File: src/rtl/dirv_mem_pkg.sv
// dirv_mem_pkg: shared state, port and command encodings for the memory arbiter
package dirv_mem_pkg;
  typedef enum logic [2:0] {S_IDLE, S_ISSUE, S_RDWAIT, S_DONE, S_ERR} state_t;
  typedef enum logic {IMEM = 1'b0, DMEM = 1'b1} port_t;
  localparam logic CMD_RD = 1'b0;
  localparam logic CMD_WR = 1'b1;
endpackage

File: src/rtl/mem_rr_pick.sv
// mem_rr_pick: round-robin choice between the imem and dmem requesters
module mem_rr_pick import dirv_mem_pkg::*; (
  input  logic  imem_req,
  input  logic  dmem_req,
  input  port_t last_grant,
  output port_t grant
);
  always_comb grant = (dmem_req && !(imem_req && last_grant == DMEM)) ? DMEM : IMEM;
endmodule

File: src/rtl/mem_arbiter.sv
// mem_arbiter: round-robin arbiter giving imem/dmem single-outstanding access to one memory port
module mem_arbiter import dirv_mem_pkg::*; #(
  parameter int p_ADDR_BITS = 32,
  parameter int p_DATA_BITS = 32,
  parameter int p_STRB_BITS = p_DATA_BITS / 8,
  parameter int p_MEM_BYTES = 262144
) (
  input  logic                   clk,
  input  logic                   rst_n,
  input  logic [p_ADDR_BITS-1:0] imem_addr,
  input  logic                   imem_cmd,
  input  logic                   imem_req,
  output logic                   imem_resp,
  output logic                   imem_r_rddv,
  output logic [p_DATA_BITS-1:0] imem_r_data,
  output logic                   imem_w_ack,
  input  logic [p_STRB_BITS-1:0] imem_w_strb,
  input  logic [p_DATA_BITS-1:0] imem_w_data,
  input  logic [p_ADDR_BITS-1:0] dmem_addr,
  input  logic                   dmem_cmd,
  input  logic                   dmem_req,
  output logic                   dmem_resp,
  output logic                   dmem_r_rddv,
  output logic [p_DATA_BITS-1:0] dmem_r_data,
  output logic                   dmem_w_ack,
  input  logic [p_STRB_BITS-1:0] dmem_w_strb,
  input  logic [p_DATA_BITS-1:0] dmem_w_data,
  output logic                   mem_req,
  output logic                   mem_cmd,
  output logic [p_ADDR_BITS-1:0] mem_addr,
  output logic [p_STRB_BITS-1:0] mem_strb,
  output logic [p_DATA_BITS-1:0] mem_wdata,
  input  logic                   mem_gnt,
  input  logic                   mem_rvalid,
  input  logic [p_DATA_BITS-1:0] mem_rdata
);
  localparam logic [p_ADDR_BITS:0] MEM_LIMIT = (p_ADDR_BITS+1)'(p_MEM_BYTES);
  state_t state, state_nx;
  port_t last_grant, pick, port_q;
  logic cmd_q, any_req, fin, rd_done;
  logic [p_ADDR_BITS-1:0] addr_q, sel_addr;
  logic [p_STRB_BITS-1:0] strb_q;
  logic [p_DATA_BITS-1:0] wdata_q, rdata_q;
  mem_rr_pick u_pick (
    .imem_req  (imem_req),
    .dmem_req  (dmem_req),
    .last_grant(last_grant),
    .grant     (pick)
  );
  assign any_req  = imem_req | dmem_req;
  assign sel_addr = pick == DMEM ? dmem_addr : imem_addr;
  always_comb begin
    state_nx = state;
    case (state)
      S_IDLE:   state_nx = !any_req ? S_IDLE : {1'b0, sel_addr} >= MEM_LIMIT ? S_ERR : S_ISSUE;
      S_ISSUE:  state_nx = !mem_gnt ? S_ISSUE : cmd_q == CMD_WR ? S_DONE : S_RDWAIT;
      S_RDWAIT: state_nx = mem_rvalid ? S_DONE : S_RDWAIT;
      default:  state_nx = S_IDLE;
    endcase
  end
  always_ff @(posedge clk or negedge rst_n)
    if (!rst_n) begin
      state      <= S_IDLE;
      last_grant <= IMEM;
      port_q     <= IMEM;
      cmd_q      <= CMD_RD;
      addr_q     <= '0;
      strb_q     <= '0;
      wdata_q    <= '0;
      rdata_q    <= '0;
    end else begin
      state <= state_nx;
      if (state == S_IDLE && any_req) begin
        port_q  <= pick;
        cmd_q   <= pick == DMEM ? dmem_cmd : imem_cmd;
        addr_q  <= sel_addr;
        strb_q  <= pick == DMEM ? dmem_w_strb : imem_w_strb;
        wdata_q <= pick == DMEM ? dmem_w_data : imem_w_data;
      end
      if (state == S_RDWAIT && mem_rvalid) rdata_q <= mem_rdata;
      if (fin) last_grant <= port_q;
    end
  // Completion outputs are pure decodes of state and captured registers
  assign fin         = state == S_DONE || state == S_ERR;
  assign rd_done     = state == S_DONE && cmd_q == CMD_RD;
  assign imem_resp   = state == S_ERR && port_q == IMEM;
  assign imem_r_rddv = fin && port_q == IMEM && cmd_q == CMD_RD;
  assign imem_w_ack  = fin && port_q == IMEM && cmd_q == CMD_WR;
  assign imem_r_data = rd_done && port_q == IMEM ? rdata_q : '0;
  assign dmem_resp   = state == S_ERR && port_q == DMEM;
  assign dmem_r_rddv = fin && port_q == DMEM && cmd_q == CMD_RD;
  assign dmem_w_ack  = fin && port_q == DMEM && cmd_q == CMD_WR;
  assign dmem_r_data = rd_done && port_q == DMEM ? rdata_q : '0;
  assign mem_req     = state == S_ISSUE;
  assign mem_cmd     = cmd_q;
  assign mem_addr    = addr_q;
  assign mem_strb    = strb_q;
  assign mem_wdata   = wdata_q;
endmodule

File: config.mk
export PLATFORM = sky130hd
export DESIGN_NAME = mem_arbiter
export DESIGN_NICKNAME = d
export VERILOG_FILES = /design/src/rtl/dirv_mem_pkg.sv /design/src/rtl/mem_rr_pick.sv /design/src/rtl/mem_arbiter.sv
export SDC_FILE = /design/constraint.sdc
export NUM_CORES = 1
export LEC_CHECK = 0
export ABC_AREA = 1
export ABC_CLOCK_PERIOD_IN_PS = 1500
export BUFFER_PORTS_ARGS = -buffer_cell sky130_fd_sc_hd__buf_2
export CAP_MARGIN = 10
export CELL_PAD_IN_SITES_DETAIL_PLACEMENT = 0
export CELL_PAD_IN_SITES_GLOBAL_PLACEMENT = 2
export CORE_MARGIN = 5
export CORE_UTILIZATION = 22
export CTS_CLUSTER_DIAMETER = 50
export CTS_CLUSTER_SIZE = 25
export DETAILED_ROUTE_END_ITERATION = 12
export GPL_ROUTABILITY_DRIVEN = 0
export PLACE_DENSITY = 0.77
export SKIP_LAST_GASP = 1
export SLEW_MARGIN = 20
export SYNTH_ARGS = -nofsm -noshare
export SYNTH_HDL_FRONTEND = slang
export SYNTH_HIERARCHICAL = 1
export SYNTH_SLANG_ARGS = --single-unit
File: constraint.sdc
create_clock -name clk -period 1.5 [get_ports clk]
set_input_delay 0.15 -clock clk [delete_from_list [all_inputs] [get_ports clk]]
set_output_delay 0.15 -clock clk [all_outputs]
set_load 0.02 [all_outputs]
== Yosys cells after proc, flatten, opt, wreduce, memory -nomap -nowiden ==
Cells that the tools add are included.

* Flip-flop bits (word level): 106
* Bits of input ports: 176
* Output and inout bits: 140
* Logic and storage cells: 47

* Magnitude comparators: 1
* Equality and inequality tests: 4
* Muxes and demuxes: 13
* Bitwise logic cells: 3
* Reductions and logical operators: 18

{| class="wikitable"
|+ Operators by type and width
! cell !! count
|-
| 2-to-1 mux 32 bit || 4
|-
| greater-or-equal comparator 32 x 19 -> 1 bit (second input constant) || 1
|-
| logical AND 1 bit || 15
|-
| case mux 3 bit (3 select lines) || 1
|-
| == test 3 x 2 -> 1 bit (second input constant) || 2
|-
| 2-to-1 mux 3 bit || 2
|-
| 2-to-1 mux 1 bit || 4
|-
| 2-to-1 mux 4 bit || 1
|-
| == test 3 x 1 -> 1 bit (second input constant) || 1
|-
| == test 3 bit (second input constant) || 1
|-
| zero test 3 bit || 1
|-
| 2-to-1 mux 2 bit || 1
|-
| NOT 1 bit || 2
|-
| zero test 1 bit || 1
|-
| logical OR 1 bit || 1
|-
| OR 1 bit || 1
|}

== Longest topological paths before layout ==
* Depth in word-level cells: 9
* Gate-level depth with buffers: 12
* Mapped depth without buffers: 10

== By module ==
Netlist, hierarchy kept.

{| class="wikitable"
|+ Modules (own cells, without submodules)
! module !! instances !! cells each !! area an instance (µm²) !! seq. area each (µm²)
|-
| mem_arbiter || 1 || 660 || 5,114.9 || 2,652.5
|-
| mem_rr_pick || 1 || 2 || 12.5 || 0.0
|}

== Worst setup path before layout ==
Ideal clock, no wire load.

* Path kind: register -> output
* Start point: register cmd_q (netlist: mem_cmd)
* End point: output port dmem_r_data[21]
* Data arrival time: 1.265 ns
* Data required time: 1.350 ns
* Slack: 0.085 ns
* Cell stages (with the launch flop): 5
* Path buffers: 1
* Cell sequence: dfrtp_1 > inv_1 > nand3_1 > clkbuf_1 > nor2_1

* Word-level cells in the longest chain between the ends: 4

{| class="wikitable"
|+ Ends and longest elaborated chain
! what !! RTL line !! text
|-
| start: declaration || mem_arbiter.sv:40 || <nowiki>logic cmd_q, any_req, fin, rd_done;</nowiki>
|-
| start signal: assignment || mem_arbiter.sv:75 || <nowiki>cmd_q <= pick == DMEM ? dmem_cmd : imem_cmd;</nowiki>
|-
| NOT 1 bit || mem_arbiter.sv:85 || <nowiki>assign rd_done = state == S_DONE && cmd_q == CMD_RD;</nowiki>
|-
| logical AND 1 bit || mem_arbiter.sv:85 ||
|-
| logical AND 1 bit || mem_arbiter.sv:93 || <nowiki>assign dmem_r_data = rd_done && port_q == DMEM ? rdata_q : '0;</nowiki>
|-
| 2-to-1 mux 32 bit || mem_arbiter.sv:93 ||
|-
| end: declaration || mem_arbiter.sv:24 || <nowiki>output logic [p_DATA_BITS-1:0] dmem_r_data,</nowiki>
|}

No other way between the ends.

== Worst setup path in the final report ==
* Start point: register state[2]
* End point: output port dmem_r_data[24]

* Word-level cells in the longest chain between the ends: 4

{| class="wikitable"
|+ Ends and longest elaborated chain
! what !! RTL line !! text
|-
| start: declaration || mem_arbiter.sv:38 || <nowiki>state_t state, state_nx;</nowiki>
|-
| start signal: assignment || mem_arbiter.sv:72 || <nowiki>state <= state_nx;</nowiki>
|-
| == test 3 x 2 -> 1 bit || mem_arbiter.sv:85 ||
|-
| logical AND 1 bit || mem_arbiter.sv:85 ||
|-
| logical AND 1 bit || mem_arbiter.sv:93 ||
|-
| 2-to-1 mux 32 bit || mem_arbiter.sv:93 ||
|}

No other way between the ends.

==> key figures <==
Timing
  – Clock Skew: 0.00775 ns
  – Fin Hold WS: 0.0366 ns
  – Fmax: 582 MHz
  – Final Hold Viols: 0
  – Period utilisation layout: 115%
  – Setup ws final: -0.219 ns
  – Worst-Margin Slew: 0.328 ns
  – Final Max Tran Viols: 0
  – Tmin final: 1.72 ns
  – Setup-failing EPs final: 115
  – RSZ-0062 raised after global routing: true
  – Rel. slew slack: 78.1%

Detailed routing
  – DRC: 0
  – Drt initial violations: 256
  – TritonRoute pass-1 iters: 4
  – Vias per inst: 4.32
  – Post-DRT Antenna Nets: 0
  – Drt total wl: 23200 um
  – Via count: 5778
  – DR WL/cell: 17.4 um

Pwr
  – Leakage: 0.00488 uW
  – Power Total: 11000 uW
  – Power Density: 1210 nW/um2
  – Max VDD drop: 0.572 mV

Run
  – Maxcap violations: 0

Outcome
  – Failing checks: negative setup slack
  – Status: complete, but fails checks

Layout
  – Multi-input logic area: 2650 um2
  – Register area: 2650 um2
  – Area growth, synth to finish: 77.5%
  – FILL cells: 2406
  – Layout Nets: 1194
  – Share of cells above drive strength 1: 50.0%
  – Final instance area: 9100 um2

Floorplan
  – Chip width: 163 um
  – Initial core utilization: 22.5%
  – IO Pins: 316
  – Die area: 26500 um2
  – Cell Rows: 55
  – Die Span Y: 163 um
  – Placeable Area: 22800 um2

Synth
  – Synth cell count leaders: nor2_1 (222), nand2_1 (145), dfrtp_1 (106)
  – Post-Syn Nets: 838
  – Mean Syn Cell Area: 7.75 um2
  – Synth cell types: 19
  – Largest area contributor in the netlist: dfrtp_1
  – FF+latch count, synth: 106
  – Main synth FF type: dfrtp_1
  – Mapped Cells: 662
  – Post-synth EDFFs: 0
  – Post-synth ARST share: 100%
  – Share of the synthesized area in the top cell type: 51.7%
  – Synth area leaders: dfrtp_1 (52%), nor2_1 (16%), nand2_1 (11%), o31ai_1 (7.8%), a21oi_1 (3.2%)
  – Most common cell in the netlist: nor2_1
  – Mapped cell area: 5130 um2
  – Yosys warns: 6
  – Sequential-to-total area share from yosys stat: 51.7%

Worst setup path
  – Endpoint type of the worst setup path: primary output
  – Critical Path RT: 1.35 ns
  – Kind of critical path: reg -> out
  – CP Max Fanout: 15
  – CP Data Arrival Time: 1.57 ns
  – CP startpoint kind: flip-flop

Place
  – Hpwl dp: 15900 um
  – Placed Area: 7220 um2
  – Port Buf Inserts: 315
  – Dpl ws: -0.0536 ns

Worst hold path
  – Hold Path Class: in -> reg

Global route
  – GRT Util Overall: 15.7%
  – Total grt overflow: 0
  – Largest net degree at the start of global routing: 55
  – First-pass GRT wire length: 32500 um
  – Antenna violations before repair: 5
  – Vias in the first global route: 5708

Clock tree
  – Reg clk slew, reported paths: 0.08 ns
  – Root Driver: clkbuf_16
  – Clk buf depth: 2
  – Worst skew pair latency: 0.35 ns
  – H-tree Lvls: 3
  – CTS sink count: 106
  – CTS Buf Count: 9
  – CTS tree: yes
## through the flow
stage	util, %	cells	setup TNS (ns)
after floorplan	-	662	0
after global placement	31.7	1278	-0.0749
after detailed placement	31.7	1278	-0.118
after CTS	35.3	1312	-16.15
after global routing	40.0	1336	-25.76
final	40.0	1336	-13.77
## layout make-up
class	instances	area share, %
inverters	41	1.99
repair inverters	2	0.316
well taps	313	4.30
clock inverters	5	1.14
multi-input cells	473	29.2
diodes	1	0.0275
repair buffers	385	31.4
flip-flops and latches	106	29.1
clock buffers	10	2.52
## report_power, final
group	total, uW	leakage [uW]	switching (uW)	internal [uW]
Clock	2740	0.000163	1120	1630
Sequential	4020	0.00121	393	3630
Combinational	4270	0.00350	2550	1720
## flip-flops by register name, indices dropped and copies added, names as in the netlist
| name | count |
|---|---|
| mem_addr | 32 |
| mem_wdata | 32 |
| rdata_q | 32 |
| mem_strb | 4 |
| state | 3 |
| last_grant | 1 |
| mem_cmd | 1 |
| port_q | 1 |
## timing repair
item	CTS	global route
resized for setup	74	174
cloned	4	15
endpoints found under the setup margin	76	165
buffers inserted	14	11
pin swaps	9	13
hold buffers	1	0
hold endpoints to repair	106	0
## path summary, 6_finish.rpt
check / from / endpoint / slack [ns] / cells past startpoint
worst max register to register: state[0]$_DFF_PN0_ / mem_wdata[25]$_DFFE_PN0P_ / -0.07 / 9
worst max-delay path: state[2]$_DFF_PN0_ / dmem_r_data[24] / -0.22 / 7
max in group asynchronous: rst_n / mem_cmd$_DFFE_PN0P_ / 0.82 / 3
worst min-delay path: mem_rdata[4] / rdata_q[4]$_DFFE_PN0P_ / 0.04 / 3
worst min register to register: mem_addr[27]$_DFFE_PN0P_ / mem_addr[27]$_DFFE_PN0P_ / 0.47 / 2
min in group asynchronous: rst_n / rdata_q[22]$_DFFE_PN0P_ / 0.15 / 2
## worst max-delay path, stage by stage, from the launching register on
cell and delay, ns:
dfrtp_1 0.40, inv_2 0.07, nand3_2 0.08, inv_2 0.10, nand3_4 0.12, clkbuf_16 0.21
nor2_2 0.10, buf_4 0.15
## cells in the final DEF (no fill, tap or decap), drive strengths merged
master         n
clkbuf        20
nand2        145
inv           43
dfrtp        106
a21oi         34
nand3          9
bufbuf         1
o21ai          1
nor2         224
a21boi         1
dlygate4sd3    1
buf          373
diode          1
clkinv         2
o21a           3
nand4          1
bufinv         3
o31ai         55
## layer usage
metal | wire [um] | global-route usage, % | up-vias
met5 | 42 | 0 | -
met4 | 369 | 4.04 | 8
met3 | 2300 | 6.28 | 29
met2 | 11100 | 26.0 | 251
met1 | 9370 | 19.0 | 2688
li1 | - | - | 2802
## cells by family after synthesis
group	synth area share [%]
and+or+nand+nor	28.0
DFF	51.7
AOI/OAI and AO/OA	12.3
buffers and inverters	7.93
(Power assumes the default switching activity.)
